### src/rtl/fetch_queue_pkg.sv
// -----------------------------------------------------------------------------
// fetch_queue_pkg
//   Shared CPU definitions used by the fetch queue slice.
//   - CPU_AW / CPU_IW : default address and instruction widths
//   - NOP_INSTR       : instruction word presented when nothing valid is at the head
//   - fetch_entry_t   : {addr, instr} pair carried from fetch to decode
// -----------------------------------------------------------------------------
package fetch_queue_pkg;

   localparam int CPU_AW = 32;
   localparam int CPU_IW = 32;

   localparam logic [CPU_IW-1:0] NOP_INSTR = 32'h0000_0000;

   typedef struct packed {
      logic [CPU_AW-1:0] addr;
      logic [CPU_IW-1:0] instr;
   } fetch_entry_t;

endpackage

### src/rtl/fetch_queue_ram.sv
// -----------------------------------------------------------------------------
// fetch_queue_ram
//   DEPTH x W register array backing the fetch queue.
//   One synchronous write port, one asynchronous read port; data is not reset.
// Ports:
//   clk    in   rising-edge clock
//   we     in   write enable
//   waddr  in   write index
//   wdata  in   write data
//   raddr  in   read index
//   rdata  out  mem[raddr], combinational
// -----------------------------------------------------------------------------
module fetch_queue_ram
   import fetch_queue_pkg::*;
#(
   parameter int DEPTH = 4,
   parameter int W     = CPU_AW + CPU_IW,
   parameter int PW    = $clog2(DEPTH)
) (
   input  logic          clk,
   input  logic          we,
   input  logic [PW-1:0] waddr,
   input  logic [W-1:0]  wdata,
   input  logic [PW-1:0] raddr,
   output logic [W-1:0]  rdata
);

   logic [W-1:0] mem [DEPTH];

   always_ff @(posedge clk) begin
      if (we) begin
         mem[waddr] <= wdata;
      end
   end

   assign rdata = mem[raddr];

endmodule

### src/rtl/fetch_queue.sv
// -----------------------------------------------------------------------------
// fetch_queue
//   Prefetch buffer between fetch and decode. Stores {addr, instr} pairs in a
//   circular buffer and hands them to decode in order with valid/ready on both
//   sides. A taken branch (Flush) discards every entry so wrong-path
//   instructions never reach decode.
//
// Optional feature (macro FETCH_QUEUE_BYPASS_EN):
//   When defined and the queue is empty, a valid input (with Flush low) is
//   forwarded combinationally to the outputs. If decode takes it in that same
//   cycle it is never written; otherwise it is written normally.
//   When undefined, an entry is visible one cycle after it is pushed.
//
// Ports:
//   Clock      in   rising-edge clock
//   Reset      in   asynchronous, active-high; empties the queue
//   in_valid   in   fetch presents {in_addr, in_instr}
//   in_addr    in   PC of the instruction (stored unmodified)
//   in_instr   in   instruction word
//   in_ready   out  queue can accept this cycle (not full)
//   out_valid  out  head entry valid
//   out_addr   out  head PC (0 when nothing valid)
//   out_instr  out  head instruction (NOP when nothing valid)
//   out_ready  in   decode accepts the head this cycle
//   Flush      in   taken branch; discard all entries, higher priority than push/pop
//   count      out  occupancy 0..DEPTH
// -----------------------------------------------------------------------------
module fetch_queue
   import fetch_queue_pkg::*;
#(
   parameter int DEPTH = 4,
   parameter int AW    = CPU_AW,
   parameter int IW    = CPU_IW
) (
   input  logic                     Clock,
   input  logic                     Reset,
   input  logic                     in_valid,
   input  logic [AW-1:0]            in_addr,
   input  logic [IW-1:0]            in_instr,
   output logic                     in_ready,
   output logic                     out_valid,
   output logic [AW-1:0]            out_addr,
   output logic [IW-1:0]            out_instr,
   input  logic                     out_ready,
   input  logic                     Flush,
   output logic [$clog2(DEPTH):0]   count
);

   localparam int PW = $clog2(DEPTH);
   localparam int CW = PW + 1;
   localparam int EW = AW + IW;

   logic [PW-1:0] wr_ptr;
   logic [PW-1:0] rd_ptr;
   logic [CW-1:0] cnt_q;
   logic          stored_valid;
   logic          push;
   logic          pop;
   logic          wr_en;
   logic [EW-1:0] rd_data;
   logic [AW-1:0] head_addr;
   logic [IW-1:0] head_instr;

   assign in_ready     = (cnt_q != CW'(DEPTH));
   assign stored_valid = (cnt_q != '0);
   assign count        = cnt_q;

   // Only stored entries are popped; a bypassed entry never touched the array.
   assign pop = stored_valid & out_ready;

`ifdef FETCH_QUEUE_BYPASS_EN
   logic bypass;

   assign bypass     = ~stored_valid & in_valid & ~Flush;
   // A bypassed entry consumed by decode in the same cycle is not written.
   assign push       = in_valid & in_ready & ~(bypass & out_ready);
   assign out_valid  = stored_valid | bypass;
   assign head_addr  = bypass ? in_addr  : rd_data[EW-1:IW];
   assign head_instr = bypass ? in_instr : rd_data[IW-1:0];
`else
   assign push       = in_valid & in_ready;
   assign out_valid  = stored_valid;
   assign head_addr  = rd_data[EW-1:IW];
   assign head_instr = rd_data[IW-1:0];
`endif

   // Array contents are never reset, so mask the head when nothing is valid.
   // This also makes the outputs read 0 straight after reset.
   assign out_addr  = out_valid ? head_addr  : '0;
   assign out_instr = out_valid ? head_instr : IW'(NOP_INSTR);

   // A push coinciding with Flush is dropped.
   assign wr_en = push & ~Flush;

   always_ff @(posedge Clock or posedge Reset) begin
      if (Reset) begin
         wr_ptr <= '0;
         rd_ptr <= '0;
         cnt_q  <= '0;
      end else if (Flush) begin
         wr_ptr <= '0;
         rd_ptr <= '0;
         cnt_q  <= '0;
      end else begin
         if (push) begin
            wr_ptr <= wr_ptr + PW'(1);
         end
         if (pop) begin
            rd_ptr <= rd_ptr + PW'(1);
         end
         if (push && !pop) begin
            cnt_q <= cnt_q + CW'(1);
         end else if (pop && !push) begin
            cnt_q <= cnt_q - CW'(1);
         end
      end
   end

   fetch_queue_ram #(
      .DEPTH (DEPTH),
      .W     (EW),
      .PW    (PW)
   ) u_ram (
      .clk   (Clock),
      .we    (wr_en),
      .waddr (wr_ptr),
      .wdata ({in_addr, in_instr}),
      .raddr (rd_ptr),
      .rdata (rd_data)
   );

endmodule

### config.mk
export PLATFORM = sky130hd
export DESIGN_NAME = fetch_queue
export DESIGN_NICKNAME = d
export VERILOG_FILES = /design/src/rtl/fetch_queue_pkg.sv /design/src/rtl/fetch_queue_ram.sv /design/src/rtl/fetch_queue.sv
export SDC_FILE = /design/constraint.sdc
export NUM_CORES = 1
export LEC_CHECK = 0
export CORE_MARGIN = 2
export CORE_UTILIZATION = 36
export CTS_CLUSTER_SIZE = 25
export DETAILED_ROUTE_END_ITERATION = 8
export PLACE_DENSITY = 0.55
export RECOVER_POWER = 50
export REMOVE_ABC_BUFFERS = 1
export SLEW_MARGIN = 20
export SYNTH_ARGS = -nofsm -noshare
export SYNTH_HDL_FRONTEND = slang
export SYNTH_SLANG_ARGS = --single-unit
### constraint.sdc
create_clock -name Clock -period 2.9 [get_ports Clock]
set_input_delay 0.725 -clock Clock [delete_from_list [all_inputs] [get_ports Clock]]
set_output_delay 0.725 -clock Clock [all_outputs]
set_load 0.02 [all_outputs]
==> results by group <==
STA
  • Tmin final: 2882 ps
  • Fin. max-slew vios: 0
  • Fmax: 347.0 MHz
  • Clk_skew: 8.642 ps
  • Slew HR: 0.5975
  • Worst Max-Slew Pin Slew: 603.7 ps
  • Endpoints failing hold: 0
  • Tcrit/Tclk final: 0.9938
  • RSZ-0062 raised after global routing: true
  • Final setup viols: 0

Critical path
  • Reg2Reg Setup Slack: 190 ps
  • Worst setup path start: rd_ptr[0]$_DFFE_PP0P_
  • Worst setup SP type: flip-flop
  • Worst R2R Start: count[1]$_DFFE_PP0P_
  • Crit. End Element: output port
  • Crit Path Class: flip-flop to output port
  • Worst R2R Path Depth: 8
  • Req. time, crit path: 2170 ps
  • Crit Path Max Fanout: 5
  • Critical R2R Capture: count[2]$_DFFE_PP0P_
  • CP endpoint: out_instr[28]
  • Arrival time worst endpoint: 2160 ps

Synth
  • Cell count after synthesis: 470
  • Commonest cells in the netlist: 256 x edfxtp_1, 68 x and2_1, 64 x mux4_2
  • Post-synth EDFFs: 256
  • Seq/Total Area, Yosys: 0.7691
  • Mapped Area: 0.01022 mm^2
  • Post-Synth Adder-Cell Area: 0.006854
  • Compound-Gate Fraction of Synth Area: 0.01016
  • Ranking of synthesized cells by area: edfxtp_1 75%, mux4_2 14%, and2_1 4.2%
  • Synth Area in Simple Gates: 0.05006
  • Mapped Avg Cell Area: 21.75 um^2
  • Yosys reg bits: 263
  • Mux contribution to synthesized area: 0.1440
  • Warnings from Yosys: 0
  • Cell taking the most area after synthesis: edfxtp_1
  • Most frequent cell after synthesis: edfxtp_1
  • Async set or reset register ratio after synthesis: 0.02662
  • Synth top area share: 0.7519
  • Main combinational cell family by area after synthesis: multiplexers
  • Dominant synthesized flop cell: edfxtp_1
  • Xor and xnor area share after synthesis: 0.001713
  • Distinct cells, synth: 32

Drt
  • Routed vias: 5175
  • Wire per inst: 20.47 um
  • Drt first pass iters: 4
  • Number of vias per cell: 4.859
  • Drt initial violations: 372
  • Final ANT Viol Nets: 0
  • Number of remaining DRC errors: 0
  • Total Wirelength: 21800 um

Global routing
  • Initial antenna violation count: 2
  • GRT overflow: 0
  • Global-route usage over all layers: 0.1445
  • Global-route wire length before repair: 33080 um
  • Largest net degree at the start of global routing: 26
  • Vias in the first global route: 5611

Floorplanning
  • Starting Density: 0.3670
  • Core Region: 0.02786 mm^2
  • IO Count: 138
  • Rows: 61
  • DIE AREA: 0.02976 mm^2
  • Die Span Y: 172.5 um
  • Die Width: 172.5 um

Layout
  • Final #Nets: 737
  • Layout cells sized above 1: 0.3591
  • Number of fill cells: 2325
  • Util after Layout: 0.4859
  • Area growth, synth to finish: 32.41%
  • Layout Cells excl Fill: 1065

Placed design
  • Port Buffer Count: 137
  • Gpl congestion: 0.7146
  • Placed cells: 986
  • Post-DP HPWL: 12710 um

Clocking
  • Clk_lat worst skew: 530 ps
  • Clock Tree Buf Depth: 3
  • Clock root cell: clkbuf_16
  • CTS tree: done
  • Cts bufs inserted: 29
  • Clk pin slew, worst setup/hold paths: 60 ps
  • CTS Sinks: 263
  • H-tree depth: 1
  • Hold buffers post-CTS: 0

Pwr
  • Pwr/cell area: 941.9 mW/mm^2
  • Leakage: 0.004625 uW
  • VDD IR max: 0.0004331 V

Flow run
  • Max-cap violations: 0

Hold path
  • Hold_sp: wr_ptr[1]$_DFFE_PP0P_
  • HP Class: flip-flop to flip-flop

Outcome
  • Status: completed
-- metrics by stage --
step | setup slack (ps) | hold WS (ps) | setup TNS (ps) | instance area, um^2 | total power, uW
6_report | 17.95 | 585.6 | 0 | 13540 | 12750
5_1_grt | -40.60 | 640.6 | -772.1 | 13530 | 13320
4_1_cts | -75.66 | 490.2 | -189.1 | 13400 | 12660
3_5_place_dp | 98.79 | 578.0 | 0 | 12400 | 8861
3_3_place_gp | 201.5 | 572.6 | 0 | 12400 | 8839
2_1_floorplan | -1296 | 528.4 | -112090 | 10070 | 6840
-- flip-flops by register name, indices dropped and copies added, names as in the netlist --
signal and flops:
u_ram.mem 256, count 3, rd_ptr 2, wr_ptr 2
-- worst min path at each step --
| stage | end | slack (ps) | cells past startpoint |
|---|---|---|---|
| finish | wr_ptr[1]$_DFFE_PP0P_ | 590 | 2 |
| global route | count[2]$_DFFE_PP0P_ | 640 | 2 |
| CTS | count[2]$_DFFE_PP0P_ | 490 | 2 |
| detailed placement | wr_ptr[1]$_DFFE_PP0P_ | 580 | 2 |
| global placement | wr_ptr[0]$_DFFE_PP0P_ | 570 | 2 |
| floorplan | count[0]$_DFFE_PP0P_ | 530 | 1 |
-- cells by family after synthesis --
group / count (synthesis)
AOI/OAI and AO/OA: 14
xor gates and xnor gates: 2
and+or+nand+nor: 84
DFF: 263
adders and majority gates: 5
muxes: 67
buffers and inverters: 35
-- repair_timing --
item	in CTS	in global routing
resized for setup	275	39
pin swaps	2	10
gates cloned	3	3
setup endpoints to repair	66	42
setup buffers	15	3
-- layout make-up --
| class | instances | area, um^2 | area share |
|---|---|---|---|
| antenna | 2 | 5.005 | 0.0003697 |
| clock buffer | 32 | 737.0 | 0.05444 |
| clock inverter | 21 | 256.5 | 0.01895 |
| inverter | 8 | 30.03 | 0.002218 |
| multi-input combinational | 172 | 2228 | 0.1646 |
| sequential | 263 | 7870 | 0.5814 |
| tap | 378 | 473.0 | 0.03494 |
| timing repair buffer | 189 | 1937 | 0.1431 |
-- worst max-delay path, stage by stage, from the launching register on --
cell     delay (ps)
dfrtp_4         500
buf_12          150
buf_12          130
buf_4           130
mux4_2          410
and2_4          170
buf_6           120
-- cell usage in the layout (no fill, tap or decap), drive strengths merged, types with 3 or more instances in the layout --
cell type and n:
dlygate4sd3 66, mux4 64, bufinv 6, o21ai 3
ha 4, buf 110, edfxtp 256, clkbuf 37
and2 68, dfrtp 7, clkdlybuf4s50 6, inv 9
nor2 7, clkinv 13
-- routing by layer --
layer / global-route usage / wire length, um
met1: 0.1859 / 9350
met2: 0.2502 / 11040
met5: 0 / 0
met3: 0.03294 / 1035
met4: 0.03241 / 380
-- report_power, final --
group	leakage, uW	internal (uW)	switching, uW
sequential	0.00241	4390	59.5
combinational	0.00172	2260	2270
clock	0.000489	2360	1410
total	0.00463	9010	3740
Power figures use the tool's default switching activity.
